[src/rtl/spi_reg_bridge_pkg.sv]
// Shared definitions for the SPI register bridge: FSM encoding, command
// entry layout and the abort-counter width.
package spi_reg_bridge_pkg;

  // FSM encoding
  localparam logic ST_IDLE = 1'b0;
  localparam logic ST_REQ  = 1'b1;

  typedef enum logic {
    S_IDLE = ST_IDLE,
    S_REQ  = ST_REQ
  } state_e;

  // Default widths and the resulting command entry width {we, addr, wdata}
  localparam int DEF_ADDR_WIDTH = 16;
  localparam int DEF_DATA_WIDTH = 32;
  localparam int CMD_W          = 1 + DEF_ADDR_WIDTH + DEF_DATA_WIDTH;

  // Entry field offsets: wdata occupies the low bits, then addr, then we
  localparam int CMD_WDATA_LSB = 0;

  // Width of the REQ-cycle counter; covers the full 2..65535 abort range
  localparam int TMO_CNT_W = 16;

  function automatic int cmd_width(input int aw, input int dw);
    return 1 + aw + dw;
  endfunction

  function automatic int cmd_addr_lsb(input int dw);
    return CMD_WDATA_LSB + dw;
  endfunction

  function automatic int cmd_we_bit(input int aw, input int dw);
    return CMD_WDATA_LSB + dw + aw;
  endfunction

endpackage

[src/rtl/spi_reg_cmd_fifo.sv]
// Command FIFO with first-word fall-through: the head entry is visible on
// pop_data_o whenever empty_o is low. A push while full is dropped even if
// a pop happens in the same cycle.
module spi_reg_cmd_fifo #(
  parameter int WIDTH = 49,
  parameter int DEPTH = 16
) (
  input  logic             clk_i,
  input  logic             rst_i,
  input  logic             push_i,
  input  logic [WIDTH-1:0] push_data_i,
  input  logic             pop_i,
  output logic [WIDTH-1:0] pop_data_o,
  output logic             full_o,
  output logic             empty_o
);

  localparam int AW = $clog2(DEPTH);

  logic [WIDTH-1:0] mem_q [DEPTH];
  logic [AW:0]      wr_ptr_q;
  logic [AW:0]      wr_ptr_d;
  logic [AW:0]      rd_ptr_q;
  logic [AW:0]      rd_ptr_d;
  logic             push_ok_s;
  logic             pop_ok_s;

  // Fullness is judged on the current state only, so a pop cannot make room
  assign empty_o    = (wr_ptr_q == rd_ptr_q);
  assign full_o     = (wr_ptr_q[AW] != rd_ptr_q[AW]) &&
                      (wr_ptr_q[AW-1:0] == rd_ptr_q[AW-1:0]);
  assign push_ok_s  = push_i && !full_o;
  assign pop_ok_s   = pop_i && !empty_o;
  assign pop_data_o = mem_q[rd_ptr_q[AW-1:0]];

  // Pointer next-state
  always_comb begin
    wr_ptr_d = wr_ptr_q;
    rd_ptr_d = rd_ptr_q;
    if (push_ok_s) begin
      wr_ptr_d = wr_ptr_q + (AW+1)'(1);
    end else begin
      wr_ptr_d = wr_ptr_q;
    end
    if (pop_ok_s) begin
      rd_ptr_d = rd_ptr_q + (AW+1)'(1);
    end else begin
      rd_ptr_d = rd_ptr_q;
    end
  end

  // Pointer registers
  always_ff @(posedge clk_i) begin
    if (rst_i) begin
      wr_ptr_q <= '0;
      rd_ptr_q <= '0;
    end else begin
      wr_ptr_q <= wr_ptr_d;
      rd_ptr_q <= rd_ptr_d;
    end
  end

  // Storage array; contents are meaningless until written so no reset
  always_ff @(posedge clk_i) begin
    if (push_ok_s) begin
      mem_q[wr_ptr_q[AW-1:0]] <= push_data_i;
    end
  end

endmodule

[src/rtl/spi_reg_bridge.sv]
// Bridges SPI slave register strobes onto a req/ack register bus. Commands
// are queued, issued in order, and read data is returned in issue order.
// Hung accesses are aborted after TIMEOUT_CYC request cycles.
module spi_reg_bridge
  import spi_reg_bridge_pkg::*;
#(
  parameter int          DATA_WIDTH   = 32,
  parameter int          ADDR_WIDTH   = 16,
  parameter int          FIFO_DEPTH   = 16,
  parameter int          TIMEOUT_CYC  = 64,
  parameter logic [31:0] TIMEOUT_DATA = 32'hDEAD_BEEF
) (
  input  logic                  clk_i,
  input  logic                  rst_i,
  input  logic                  slave_wr_en_i,
  input  logic [ADDR_WIDTH-1:0] slave_addr_i,
  input  logic [DATA_WIDTH-1:0] slave_wr_data_i,
  input  logic                  slave_rd_en_i,
  output logic                  slave_rd_vld_o,
  output logic [DATA_WIDTH-1:0] slave_rd_data_o,
  output logic                  reg_req_o,
  output logic                  reg_we_o,
  output logic [ADDR_WIDTH-1:0] reg_addr_o,
  output logic [DATA_WIDTH-1:0] reg_wdata_o,
  input  logic                  reg_ack_i,
  input  logic [DATA_WIDTH-1:0] reg_rdata_i,
  input  logic                  err_clr_i,
  output logic                  cmd_ovf_o,
  output logic                  timeout_o
);

  localparam int CW       = cmd_width(ADDR_WIDTH, DATA_WIDTH);
  localparam int WE_BIT   = cmd_we_bit(ADDR_WIDTH, DATA_WIDTH);
  localparam int ADDR_LSB = cmd_addr_lsb(DATA_WIDTH);

  localparam logic [DATA_WIDTH-1:0] TMO_DATA = DATA_WIDTH'(TIMEOUT_DATA);
  localparam logic [TMO_CNT_W-1:0]  TMO_LAST = TMO_CNT_W'(TIMEOUT_CYC - 1);

  // Command capture
  logic                  push_req_s;
  logic                  push_s;
  logic [CW-1:0]         push_data_s;
  logic                  ovf_set_s;

  // FIFO head
  logic [CW-1:0]         head_s;
  logic                  head_we_s;
  logic [ADDR_WIDTH-1:0] head_addr_s;
  logic [DATA_WIDTH-1:0] head_wdata_s;
  logic                  fifo_full_s;
  logic                  fifo_empty_s;
  logic                  pop_s;

  // FSM and bus registers
  state_e                state_q,   state_d;
  logic                  req_q,     req_d;
  logic                  we_q,      we_d;
  logic [ADDR_WIDTH-1:0] addr_q,    addr_d;
  logic [DATA_WIDTH-1:0] wdata_q,   wdata_d;
  logic [TMO_CNT_W-1:0]  cnt_q,     cnt_d;
  logic                  rd_vld_q,  rd_vld_d;
  logic [DATA_WIDTH-1:0] rd_data_q, rd_data_d;
  logic                  ovf_q,     ovf_d;
  logic                  tmo_q,     tmo_d;
  logic                  tmo_set_s;
  logic                  done_s;

  // Strobe to entry: a write always wins over a simultaneous read
  always_comb begin
    push_req_s  = 1'b0;
    push_data_s = '0;
    if (slave_wr_en_i) begin
      push_req_s  = 1'b1;
      push_data_s = {1'b1, slave_addr_i, slave_wr_data_i};
    end else if (slave_rd_en_i) begin
      push_req_s  = 1'b1;
      push_data_s = {1'b0, slave_addr_i, {DATA_WIDTH{1'b0}}};
    end else begin
      push_req_s  = 1'b0;
      push_data_s = '0;
    end
  end

  assign push_s    = push_req_s && !fifo_full_s;
  assign ovf_set_s = (slave_wr_en_i && slave_rd_en_i) || (push_req_s && fifo_full_s);

  spi_reg_cmd_fifo #(
    .WIDTH (CW),
    .DEPTH (FIFO_DEPTH)
  ) u_fifo (
    .clk_i       (clk_i),
    .rst_i       (rst_i),
    .push_i      (push_s),
    .push_data_i (push_data_s),
    .pop_i       (pop_s),
    .pop_data_o  (head_s),
    .full_o      (fifo_full_s),
    .empty_o     (fifo_empty_s)
  );

  assign head_we_s    = head_s[WE_BIT];
  assign head_addr_s  = head_s[WE_BIT-1:ADDR_LSB];
  assign head_wdata_s = head_s[ADDR_LSB-1:0];

  // An access ends on ack, or on the terminal REQ cycle without ack
  assign done_s = (state_q == S_REQ) && (reg_ack_i || (cnt_q == TMO_LAST));

  // FSM next-state, issue, read return and abort handling
  always_comb begin
    state_d   = state_q;
    req_d     = req_q;
    we_d      = we_q;
    addr_d    = addr_q;
    wdata_d   = wdata_q;
    cnt_d     = cnt_q;
    rd_vld_d  = 1'b0;
    rd_data_d = rd_data_q;
    pop_s     = 1'b0;
    tmo_set_s = 1'b0;
    case (state_q)
      S_IDLE: begin
        if (!fifo_empty_s) begin
          pop_s   = 1'b1;
          state_d = S_REQ;
          req_d   = 1'b1;
          we_d    = head_we_s;
          addr_d  = head_addr_s;
          wdata_d = head_wdata_s;
          cnt_d   = '0;
        end else begin
          state_d = S_IDLE;
          req_d   = 1'b0;
        end
      end
      S_REQ: begin
        // Completion side: ack beats an abort in the same cycle
        if (reg_ack_i) begin
          rd_vld_d  = !we_q;
          rd_data_d = we_q ? rd_data_q : reg_rdata_i;
        end else if (cnt_q == TMO_LAST) begin
          tmo_set_s = 1'b1;
          rd_vld_d  = !we_q;
          rd_data_d = we_q ? rd_data_q : TMO_DATA;
        end else begin
          cnt_d = cnt_q + TMO_CNT_W'(1);
        end
        // Issue side: chain straight into the next command when one waits
        if (done_s) begin
          if (!fifo_empty_s) begin
            pop_s   = 1'b1;
            state_d = S_REQ;
            req_d   = 1'b1;
            we_d    = head_we_s;
            addr_d  = head_addr_s;
            wdata_d = head_wdata_s;
            cnt_d   = '0;
          end else begin
            state_d = S_IDLE;
            req_d   = 1'b0;
          end
        end else begin
          state_d = S_REQ;
          req_d   = 1'b1;
        end
      end
      default: begin
        state_d = S_IDLE;
        req_d   = 1'b0;
      end
    endcase
  end

  // Sticky error flags; a new error in the clearing cycle survives
  always_comb begin
    ovf_d = ovf_set_s || (ovf_q && !err_clr_i);
    tmo_d = tmo_set_s || (tmo_q && !err_clr_i);
  end

  // State, bus and return registers; reset drops any access in flight
  always_ff @(posedge clk_i) begin
    if (rst_i) begin
      state_q   <= S_IDLE;
      req_q     <= 1'b0;
      we_q      <= 1'b0;
      addr_q    <= '0;
      wdata_q   <= '0;
      cnt_q     <= '0;
      rd_vld_q  <= 1'b0;
      rd_data_q <= '0;
      ovf_q     <= 1'b0;
      tmo_q     <= 1'b0;
    end else begin
      state_q   <= state_d;
      req_q     <= req_d;
      we_q      <= we_d;
      addr_q    <= addr_d;
      wdata_q   <= wdata_d;
      cnt_q     <= cnt_d;
      rd_vld_q  <= rd_vld_d;
      rd_data_q <= rd_data_d;
      ovf_q     <= ovf_d;
      tmo_q     <= tmo_d;
    end
  end

  assign reg_req_o       = req_q;
  assign reg_we_o        = we_q;
  assign reg_addr_o      = addr_q;
  assign reg_wdata_o     = wdata_q;
  assign slave_rd_vld_o  = rd_vld_q;
  assign slave_rd_data_o = rd_data_q;
  assign cmd_ovf_o       = ovf_q;
  assign timeout_o       = tmo_q;

endmodule

[config.mk]
export PLATFORM = sky130hd
export DESIGN_NAME = spi_reg_bridge
export DESIGN_NICKNAME = d
export VERILOG_FILES = /design/src/rtl/spi_reg_bridge_pkg.sv /design/src/rtl/spi_reg_cmd_fifo.sv /design/src/rtl/spi_reg_bridge.sv
export SDC_FILE = /design/constraint.sdc
export NUM_CORES = 1
export LEC_CHECK = 0
export ABC_AREA = 1
export CORE_MARGIN = 5
export CORE_UTILIZATION = 55
export DETAILED_ROUTE_END_ITERATION = 8
export HOLD_SLACK_MARGIN = 0.05
export PLACE_DENSITY = 0.81
export SETUP_SLACK_MARGIN = 0.15
export SYNTH_ARGS = -nofsm -noshare
export SYNTH_HDL_FRONTEND = slang
export SYNTH_HIERARCHICAL = 1
export SYNTH_SLANG_ARGS = --single-unit
[constraint.sdc]
create_clock -name clk_i -period 10.4 [get_ports clk_i]
set_clock_uncertainty 0.15 [all_clocks]
set_input_delay 3.12 -clock clk_i [delete_from_list [all_inputs] [get_ports clk_i]]
set_output_delay 3.12 -clock clk_i [all_outputs]
set_load 0.05 [all_outputs]
Word-level counts from Yosys, hierarchy flattened
Memory sizes are Yosys's and may differ from the RTL's. A register that Yosys moved wholly into a read port is not among the register bits.
Cells that the tools add are included.

storage, ports and cells
  bits in registers = 111
  bits of input ports = 86
  output and inout bits = 85
  logic and storage cells = 80
  RAM bits = 784
  memories = 1

cells by class
  muxes and demuxes = 37
  bitwise logic cells = 2
  equality and inequality tests = 6
  reductions and logical operators = 20
  add/sub/neg operators = 3

memories
  memory        words  width  rd ports  clocked after Yosys merged registers in  wr ports  line                    RTL
  u_fifo.mem_q  16     49     1         1                                        1         spi_reg_cmd_fifo.sv:20  logic [WIDTH-1:0] mem_q [DEPTH];

operators by type and width
  operator                                               count
  two-way mux 32 bit                                     6
  two-way mux 16 bit                                     7
  one-hot mux 16 bit (2 select lines)                    2
  one-hot mux 32 bit (2 select lines)                    1
  two-way mux 49 bit                                     1
  two-way mux 48 bit                                     1
  adder 16 x 1 -> 16 bit (second input constant)         1
  equality test 16 x 6 -> 1 bit (second input constant)  1
  two-way mux 1 bit                                      14
  adder 5 x 1 -> 5 bit (second input constant)           2
  logical AND 1 bit                                      9
  two-way mux 4 bit                                      2
  one-hot mux 1 bit (2 select lines)                     3
  equality test 5 bit                                    1
  equality test 4 bit                                    1
  zero test 1 bit                                        4
  logical OR 1 bit                                       4
  AND reduction 3 bit                                    1
  != test 2 x 1 -> 1 bit (second input constant)         1
  != test 2 bit (second input constant)                  1
  NOT 1 bit                                              2
  nonzero test 2 bit                                     1
  OR reduction 2 bit                                     1
  != test 1 bit                                          1

Longest topological paths before layout
  depth in word-level cells = 8
  gate-level depth with buffers = 18
  depth with buffers taken out = 16

Modules after synthesis
Netlist, hierarchy kept.

modules (own cells, without submodules)
  module            sequential area each (µm²)  cells an instance  times used  area an instance (µm²)
  spi_reg_cmd_fifo  23822.8                     2603               1           32768.9
  spi_reg_bridge    2021.9                      697                1           4553.1

Worst setup path after synthesis
No wires, ideal clock.

  path kind = input port to flip-flop
  start point = input slave_wr_en_i
  end point = memory u_fifo.mem_q[11][0] (enable)
  data required time = 9794 ps
  path slack = 3713 ps
  data arrival time = 6082 ps
  library setup time = 456 ps
  path buffers = 1
  stages = 7
  cell sequence = clkbuf_1 -> nor2_1 -> nor2_1 -> nand2_1 -> inv_1 -> nand2_1 -> nor2_1

on the way
  cells in the longest elaborated chain, start to end = 5

RTL lines
  element                                  line                    RTL
  start: declaration                       spi_reg_bridge.sv:15    input logic slave_wr_en_i,
  two-way mux 1 bit                        spi_reg_bridge.sv:72    if (slave_wr_en_i) begin
  logical AND 1 bit                        spi_reg_bridge.sv:84    assign push_s = push_req_s && !fifo_full_s;
  named net push_s                         spi_reg_bridge.sv:41    logic push_s;
  logical AND 1 bit                        spi_reg_cmd_fifo.sv:32  assign push_ok_s = push_i && !full_o;
  two-way mux 1 bit                        spi_reg_cmd_fifo.sv:65  if (push_ok_s) begin
  two-way mux 1 bit (implied by the code)  spi_reg_cmd_fifo.sv:66  mem_q[wr_ptr_q[AW-1:0]] <= push_data_i;
  end: declaration                         spi_reg_cmd_fifo.sv:20

The timed path passes the listed nets, and every way through them passes these cells.

Final worst setup path
  start point = input slave_rd_en_i
  end point = memory u_fifo.mem_q[11][48] (enable)

on the way
  cells in the longest elaborated chain, start to end = 6

RTL lines
  element                                  line                    RTL
  start: declaration                       spi_reg_bridge.sv:18    input logic slave_rd_en_i,
  two-way mux 1 bit                        spi_reg_bridge.sv:75    end else if (slave_rd_en_i) begin
  two-way mux 1 bit                        spi_reg_bridge.sv:72
  logical AND 1 bit                        spi_reg_bridge.sv:84
  named net push_s                         spi_reg_bridge.sv:41
  logical AND 1 bit                        spi_reg_cmd_fifo.sv:32
  two-way mux 1 bit                        spi_reg_cmd_fifo.sv:65
  two-way mux 1 bit (implied by the code)  spi_reg_cmd_fifo.sv:66

The timed path passes the listed nets, and every way through them passes these cells.

==> impl_metrics.py <==
metrics = {
    "final_layout": {
        "final_common_cell": "edfxtp_1",
        "layout_common_cells": "784 x edfxtp_1, 477 x inv_1, 423 x nand2_1",
        "synthToLayoutAreaGrowth_pct": 13.2,
        "fin_nets": 3484,
        "final_area_mm2": 0.0423,
        "drive_above_1_share_pct": 6.00,
        "num_antenna_cells": 0,
    },
    "outcome": {
        "status": "completed",
    },
    "routing": {
        "wl_per_cell_um": 19.6,
        "drc": 0,
        "detail_route.iter0.violations": 2996,
        "ant_nets": 0,
        "totalWireLength_mm": 85.0,
        "via_count": 24600,
        "firstDrtPassIters": 6,
        "drt-vias-per-instance": 5.66,
    },
    "clock_network": {
        "clkTransAtPathRegs_ps": 60,
        "tritoncts": "yes",
        "clk_latency_ps": 640,
        "hold_buffers": 0,
        "clockBufferDepth": 3,
        "cts_resized": 0,
        "cts_max_level": 3,
        "post_cts_buffers": 0,
        "cts.sinks": 899,
        "clk_root_buffer_cell": "clkbuf_16",
        "numCtsBuffers": 91,
    },
    "floorplan": {
        "chipHeight_um": 270,
        "io_pins": 171,
        "die_x_um": 270,
        "start_util_pct": 55.5,
        "die_area_mm2": 0.0732,
        "core_mm2": 0.0673,
        "rows": 95,
    },
    "yosys": {
        "ys_ff_latch": 899,
        "ys_seq_area_share_pct": 69.2,
        "synthDistinctLibCells": 34,
        "yosys_warnings": 6,
        "syn_area_mm2": 0.0373,
        "syn_nets": 3392,
        "postSynthCellCount": 3300,
        "avgSynthCellArea_um2": 11.3,
    },
    "global_route": {
        "track_usage_pct": 22.5,
        "grt_pass1_wl_mm": 130,
        "grt_pass1_vias": 23500,
        "grt_max_degree": 310,
        "grt-ovfl-total": 0,
        "antenna_found_initial": 1,
    },
    "hold_path": {
        "min_path_type": "reg -> reg",
    },
    "timing": {
        "slew_viol_final": 0,
        "finalCritPeriodShare_pct": 58.2,
        "finalCriticalPeriod_ps": 6050,
        "hold_slack_ps": 321,
        "hold_viol_final": 0,
        "finalWorstSetupSlack_ps": 4350,
        "tightest_slew_ps": 1450,
        "setup_viol": 0,
        "rsz0062_at_grt": "false",
        "finalSetupTns_ps": 0,
        "fmax_mhz": 165,
        "slew_headroom_pct": 3.38,
    },
    "place": {
        "dp_hpwl_mm": 45.7,
        "portBuffers": 170,
        "place_area_mm2": 0.0392,
        "place.gp.congestion": 0.820,
        "pre_cts_ws_ps": 3740,
    },
    "run": {
        "cap_violations": 0,
    },
    "worst_setup_path": {
        "required_ps": 10510,
        "crit_path_end_kind": "register",
        "path_class": "in -> reg",
        "path_max_fanout": 30,
        "cp.arrival_ps": 6160,
        "cp-start-kind": "primary input",
    },
    "pwr": {
        "power_density_mw_per_mm2": 252,
        "power_leakage_nw": 15.6,
        "ir_worst_vdd_uv": 266,
    },
}
[report_power, final]
part           internal, mW  switching, mW
combinational         0.947           2.07
sequential             4.13          0.216
clock                  1.93           1.34
[through the flow]
step	cells	power (mW)	utilization [%]
after floorplan	3300	6.76	-
after global placement	4172	7.31	58.3
after detailed placement	4172	7.40	58.3
after CTS	4342	10.7	62.8
after global routing	4342	11.2	62.8
final	4342	10.6	62.8
[layer usage]
metal	wire (µm)	share of wire, %	vias to the layer above	GRT usage (%)
li1	-	-	11600	-
met1	33700	40	11800	29.9
met2	42100	49	1067	38.2
met3	6330	7.5	201	3.48
met4	2860	3.4	2	7.91
met5	7	0.0082	-	0
[synthesized netlist by cell type (all sizes together)]
library cell / count / share of area (%)
ha: 6 / 0.20
edfxtp: 784 / 63
buf: 136 / 2.8
o21bai: 1 / 0.020
a31oi: 1 / 0.017
nand3b: 2 / 0.040
or2: 2 / 0.034
nor3: 6 / 0.080
clkbuf: 66 / 0.67
nand4: 5 / 0.084
nor2: 241 / 2.4
nand3: 337 / 4.6
o21ai: 261 / 3.5
o211ai: 196 / 3.9
inv: 485 / 4.9
clkinv: 1 / 0.010
dfxtp: 115 / 6.2
nand2: 427 / 4.4
a21oi: 225 / 3.0
xor2: 2 / 0.047
xnor2: 1 / 0.023
[state kept, by name (all words and copies together), names as in the netlist, named ones only]
signal	flops
u_fifo/mem_q	784
reg_wdata_o	32
slave_rd_data_o	32
cnt_q	16
reg_addr_o	16
u_fifo/rd_ptr_q	5
u_fifo/wr_ptr_q	5
cmd_ovf_o	1
reg_req_o	1
reg_we_o	1
slave_rd_vld_o	1
timeout_o	1
[critical path, stage by stage]
cell	delay [ps]
clkdlybuf4s50_1	580
nor2_2	60
buf_4	230
nor2_1	350
nand2_1	140
inv_1	110
nand2_1	180
nor2_4	700
buf_4	650
[cell families (layout without fill, tap and decap cells)]
kind of cell    count (synthesis)  count (layout)  synth area share, %
flops                         899             899                 69.2
fa+ha+maj                       6               6                0.201
xor+xnor                        3               3               0.0704
compound gates                684             684                 10.5
buf+inv                       688             857                 8.33
simple gates                 1020            1020                 11.6
[final cells by class]
type / count / area, µm²
Clock inverter: 46 / 507
Multi-Input combinational cell: 1713 / 8480
Fill cell: 4905 / 25000
Timing Repair Buffer: 201 / 1970
Inverter: 486 / 1830
Clock buffer: 124 / 2510
Tap cell: 873 / 1090
Sequential cell: 899 / 25900
[final timing paths]
check	slack, ps	endpoint	start	depth (start not counted)
max	4350	u_fifo/mem_q[11][48]	slave_rd_en_i	9
min	320	timeout_o	timeout_o	2
max reg2reg	6570	u_fifo/mem_q[11][48]	u_fifo/wr_ptr_q[1]	12
min reg2reg	320	timeout_o	timeout_o	2
Power figures use the tool's default switching activity.
